## src/rtl/rf_wb_arbiter.sv

```systemverilog
`default_nettype none
// ============================================================================
// rf_wb_arbiter : round-robin write-back arbiter (ALU/LSU) for the regfile port
// Rev 1.0
// ============================================================================
module rf_wb_arbiter #(
   parameter int CNT_W = 16
) (
   input  logic             clk,
   input  logic             rst_n,
   input  logic             flush,
   input  logic             v0,
   input  logic [4:0]       a0,
   input  logic [31:0]      d0,
   output logic             r0,
   input  logic             v1,
   input  logic [4:0]       a1,
   input  logic [31:0]      d1,
   output logic             r1,
   output logic             rf_we,
   output logic [4:0]       rf_waddr,
   output logic [31:0]      rf_wdata,
   output logic [CNT_W-1:0] cnt0,
   output logic [CNT_W-1:0] cnt1
);

   localparam logic [CNT_W-1:0] C_CNT_MAX = {CNT_W{1'b1}};

   logic             we_q,    we_d;
   logic [4:0]       waddr_q, waddr_d;
   logic [31:0]      wdata_q, wdata_d;
   logic             last_q,  last_d;
   logic [CNT_W-1:0] cnt0_q,  cnt0_d;
   logic [CNT_W-1:0] cnt1_q,  cnt1_d;
   logic             w_xfer0, w_xfer1;

   // Ready is gated by rst_n so nothing is accepted while reset is held.
   always_comb begin
      r0 = 1'b0;
      r1 = 1'b0;
      if (rst_n && !flush) begin
         if (v0 && v1) begin
            r0 = last_q;
            r1 = ~last_q;
         end else if (v0) begin
            r0 = 1'b1;
         end else if (v1) begin
            r1 = 1'b1;
         end
      end
   end

   assign w_xfer0 = v0 & r0;
   assign w_xfer1 = v1 & r1;

   always_comb begin
      we_d    = 1'b0;
      waddr_d = waddr_q;
      wdata_d = wdata_q;
      last_d  = last_q;
      cnt0_d  = cnt0_q;
      cnt1_d  = cnt1_q;
      if (w_xfer0) begin
         we_d    = (a0 != 5'd0);
         waddr_d = a0;
         wdata_d = d0;
         last_d  = 1'b0;
         if ((a0 != 5'd0) && (cnt0_q != C_CNT_MAX)) cnt0_d = cnt0_q + 1'b1;
      end else if (w_xfer1) begin
         we_d    = (a1 != 5'd0);
         waddr_d = a1;
         wdata_d = d1;
         last_d  = 1'b1;
         if ((a1 != 5'd0) && (cnt1_q != C_CNT_MAX)) cnt1_d = cnt1_q + 1'b1;
      end
   end

   always_ff @(posedge clk or negedge rst_n) begin
      if (!rst_n) begin
         we_q    <= 1'b0;
         waddr_q <= 5'd0;
         wdata_q <= 32'd0;
         last_q  <= 1'b1;
         cnt0_q  <= '0;
         cnt1_q  <= '0;
      end else begin
         we_q    <= we_d;
         waddr_q <= waddr_d;
         wdata_q <= wdata_d;
         last_q  <= last_d;
         cnt0_q  <= cnt0_d;
         cnt1_q  <= cnt1_d;
      end
   end

   assign rf_we    = we_q;
   assign rf_waddr = waddr_q;
   assign rf_wdata = wdata_q;
   assign cnt0     = cnt0_q;
   assign cnt1     = cnt1_q;

endmodule
`default_nettype wire
```

## config.mk

```make
export PLATFORM = sky130hd
export DESIGN_NAME = rf_wb_arbiter
export DESIGN_NICKNAME = d
export VERILOG_FILES = /design/src/rtl/rf_wb_arbiter.sv
export SDC_FILE = /design/constraint.sdc
export NUM_CORES = 1
export LEC_CHECK = 0
export ABC_CLOCK_PERIOD_IN_PS = 2500
export CORE_MARGIN = 5
export CORE_UTILIZATION = 35
export DETAILED_ROUTE_END_ITERATION = 12
export GPL_ROUTABILITY_DRIVEN = 1
export PLACE_DENSITY_LB_ADDON = 0.25
export SETUP_SLACK_MARGIN = 0.02
export SLEW_MARGIN = 0
export SYNTH_ARGS = -nofsm -noshare
export SYNTH_HDL_FRONTEND = slang
export SYNTH_SLANG_ARGS = --single-unit
export TNS_END_PERCENT = 50
```

## constraint.sdc

```tcl
create_clock -name clk -period 2.5 [get_ports clk]
set_input_delay 0.5 -clock clk [delete_from_list [all_inputs] [get_ports clk]]
set_output_delay 0.5 -clock clk [all_outputs]
set_load 0.1 [all_outputs]
```

Word level (Yosys, flattened, before mapping):

Index checks and enable logic that the tools add are counted.

* flip-flop bits (word level): 71
* latch bits: 0
* memories: 0
* memory bits (writable): 0
* ROM bits: 0
* output and inout bits: 72

* add/subtract/negate cells: 2
* bitwise operators: 4
* reductions and logical operators: 10
* order comparisons: 0
* multiply operators: 0
* shifts and indexed selects: 0
* multiplexer cells: 15
* equality and inequality tests: 2
* div/mod/pow operators: 0

Operators with widths (count)
* 32-bit 2-to-1 mux: 2
* 16-bit by 1-bit adder with 16-bit output (second input constant): 2
* 16-bit inequality test (second input constant): 2
* 1-bit 2-to-1 mux: 11
* 5-bit 2-to-1 mux: 2
* 5-bit nonzero test: 2
* 1-bit logical AND: 4
* 3-bit AND reduction: 1
* 1-bit bitwise AND: 2
* 1-bit inverter: 2
* 2-bit AND reduction: 1
* 2-bit nonzero test: 1
* 1-bit logical NOT: 1

Depth between registers and ports, before layout:

* depth in word-level cells: 7
* depth in mapped cells: 8
* depth with buffers taken out: 6

Worst setup path after synthesis:

OpenSTA, ideal clock, no wires.

* path type: register to register
* from: register cnt0_q[3] (netlist: cnt0[3])
* to: register cnt0_q[1] (netlist: cnt0[1])
* data arrival time: 2.287 ns
* clock period less this slack: 2.413 ns
* slack: 0.087 ns
* path buffers: 0
* stages on the path, launching flop included: 6
* required time: 2.374 ns
* path through: dfrtp_1 > nand3_1 > nor4_2 > nand4_1 > nand2_1 > mux2_2

* longest elaborated chain between the ends: 3

RTL lines
* from (decl): RTL line 33 `logic [CNT_W-1:0] cnt0_q, cnt0_d;`
* from (signal assigned): RTL line 91 `cnt0_q <= cnt0_d;`
* 16-bit inequality test: RTL line 68 `if ((a0 != 5'd0) && (cnt0_q != C_CNT_MAX)) cnt0_d = cnt0_q + 1'b1;`
* 1-bit logical AND: RTL line 68
* 2-bit AND reduction (no source line)

Every way passes these cells.
A chain may end at the register's enable or synchronous reset.

Worst setup path after layout:

* from: input flush
* to: output r0

* longest elaborated chain between the ends: 3

RTL lines
* from (decl): RTL line 11 `input logic flush,`
* 1-bit logical NOT: RTL line 41 `if (rst_n && !flush) begin`
* 1-bit logical AND: RTL line 41
* 1-bit 2-to-1 mux: RTL line 41
* to (decl): RTL line 15 `output logic r0,`

Every way passes these cells.

==> flow_summary.json <==
{
  "start_kind": "input pin",
  "final_core_util": 0.530,
  "crit_chain": "clkdlybuf4s50_1, nor2b_2, and3_2, buf_4, buf_12",
  "syn_to_final_growth_pct": 49.1,
  "status": "finished clean",
  "arrival_ps": 1790,
  "core_area_um2": 9640,
  "synth.area.top_cells": "dfrtp_1 (51%), mux2i_1 (9.4%), nand2_1 (4.8%), o21ai_0 (4.7%), xnor2_1 (3.6%)",
  "dp_slack_ps": 116,
  "track_usage": 0.166,
  "grt_pass1_wl_um": 15400,
  "hold_class": "input pin to async pin",
  "nFillCells": 915,
  "vias": 2867,
  "fin_nets": 551,
  "synth_edf_count": 0,
  "wirelength_um": 9290,
  "antenna_found_initial": 0,
  "firstDrtPassIters": 4,
  "p_total_mw": 4.43,
  "place_congestion": 0.755,
  "chipWidth_um": 109,
  "ios": 151,
  "std_cell_rows": 36,
  "fmax_mhz": 436,
  "critPathCaptureType": "primary output",
  "cts_tree": "done",
  "cts_num_sinks": 71,
  "final_common_cell": "buf_4",
  "power_leakage_nw": 2.29,
  "crit_end": "r0",
  "cp.required_ps": 2000,
  "dpl.hpwl_um": 7190,
  "cts.path.max_buffers": 2,
  "reg2reg_from": "cnt1[1]",
  "period_needed_ps": 2290,
  "antenna_cells": 0,
  "drive_above_1_share": 0.243,
  "path_delay_family": "buffers and inverters",
  "synth_ff_type": "dfrtp_1",
  "p_per_area_nw_per_um2": 867,
  "path_depth": 5,
  "htreeDepth": 3,
  "async_flop_share": 1.00,
  "grt_start_max_net_pins": 72,
  "worstSkewPairLatency_ps": 340,
  "syn_inst": 321,
  "viasPerCell": 4.73,
  "syn-cell-area_um2": 3420,
  "cts_root_buf": "clkbuf_8",
  "tightest_slew_ps": 884,
  "reg2reg_depth": 6,
  "portBuffers": 150,
  "ys_warn_count": 0,
  "synth.top_cell.area_share": 0.512,
  "seq_area_frac_synth": 0.519,
  "finalSetupTns_ps": 0,
  "chipHeight_um": 109,
  "wl_per_cell_um": 15.3,
  "slew_headroom": 0.411,
  "r2r-end": "cnt1[1]",
  "clkTransAtPathRegs_ps": 80,
  "rrSetupSlack_ps": 490,
  "drv_slew": 0,
  "ys_types": 43,
  "numCtsBuffers": 9,
  "cp.buffers_inverters": 3,
  "postCtsHoldBufs": 0,
  "crit_fanout": 11,
  "yosys.area.top_type": "dfrtp_1",
  "final_antenna_net_count": 0,
  "synth_nets": 402,
  "critPathKind": "input pin to primary output",
  "syn_avg_cell_area_um2": 10.7,
  "grt_pass1_vias": 2971,
  "slowest_delay_ps": 410,
  "drc": 0,
  "finalSetupViolCount": 0,
  "finClkSkew_ps": 9.77,
  "min_period_over_period": 0.917,
  "dieArea_um2": 11900,
  "initial_core_util": 0.355,
  "hold_viol_final": 0,
  "critPathLaunch": "flush",
  "cts_resized": 0,
  "ir_drop_uv": 544,
  "setup_slack_ps": 207,
  "ys_ff_latch": 71,
  "gr-total-overflow": 0,
  "cp_slowest_cell": "clkdlybuf4s50_1",
  "rsz0062_at_grt": "no",
  "drtIter0Drc": 79,
  "maxCapViolCount": 0,
  "cts_setup_buffers": 0,
  "final_cell_mix": "buf_4 (79), clkdlybuf4s50_1 (77), dfrtp_1 (70)"
}
synthesized netlist by cell type, drive strengths merged (3+ instances only):
library cell,n
dfrtp,70
nand2,44
o21ai,34
mux2i,32
nand3,14
xnor2,14
nand4,12
xor2,12
buf,11
clkbuf,11
inv,10
nor2,8
nor3,8
and3,7
a222oi,5
mux2,4
nor4,4
nor4b,3
cell type report:
class | count | area [um2] | area share
Sequential cell | 71 | 1780 | 0.348
Clock inverter | 4 | 47.5 | 0.00931
Inverter | 10 | 37.5 | 0.00735
Tap cell | 133 | 166 | 0.0326
Multi-Input combinational cell | 218 | 1500 | 0.293
Clock buffer | 10 | 138 | 0.0269
Timing Repair Buffer | 160 | 1440 | 0.283
per-layer routing:
metal  track usage  up-vias  part of all wire
li1              -     1417                 -
met1         0.202     1357              0.41
met2         0.287       82              0.52
met3        0.0397       11             0.058
met4        0.0550        0             0.016
met5             0        -                 0
worst min path at each step:
| stage | cells past startpoint | start | end | slack, ps |
|---|---|---|---|---|
| detailed placement | 2 | rf_wdata[9] | rf_wdata[9] | 470 |
| floorplan | 0 | rst_n | cnt0[0] | 200 |
| finish | 2 | rst_n | rf_waddr[0] | 390 |
| CTS | 2 | rst_n | rf_waddr[0] | 430 |
| global placement | 2 | rf_wdata[6] | rf_wdata[6] | 470 |
| global route | 2 | rst_n | rf_waddr[0] | 470 |
power by group:
group	total, mW	internal (mW)	leakage [nW]	switching, mW
sequential	1.47	1.32	0.908	0.145
combinational	2.07	0.483	1.28	1.59
clock	0.890	0.474	0.0940	0.417
cell families (layout without fill, tap and decap cells):
group                      after synthesis  count (layout)  synth area share
and+or+nand+nor                        109             109             0.170
DFF                                     71              71             0.519
AOI/OAI and AO/OA                       45              45            0.0804
muxes                                   36              36             0.109
buffers and inverters                   32             184            0.0475
xor gates and xnor gates                26              26            0.0665
adders and majority gates                2               2           0.00731
sequential cells by signal, summed over array words and instances (netlist names):
name      flops
rf_waddr      5
last_q        1
rf_wdata     32
rf_we         1
cnt1         16
cnt0         16
per-stage QoR:
step                instance area, um2  std cells  hold slack (ps)
CTS                               5110        606              427
detailed placement                4920        592              472
global route                      5110        606              466
floorplan                         3420        321              204
global placement                  4920        592              466
finish                            5110        606              388
(Power assumes the default switching activity.)
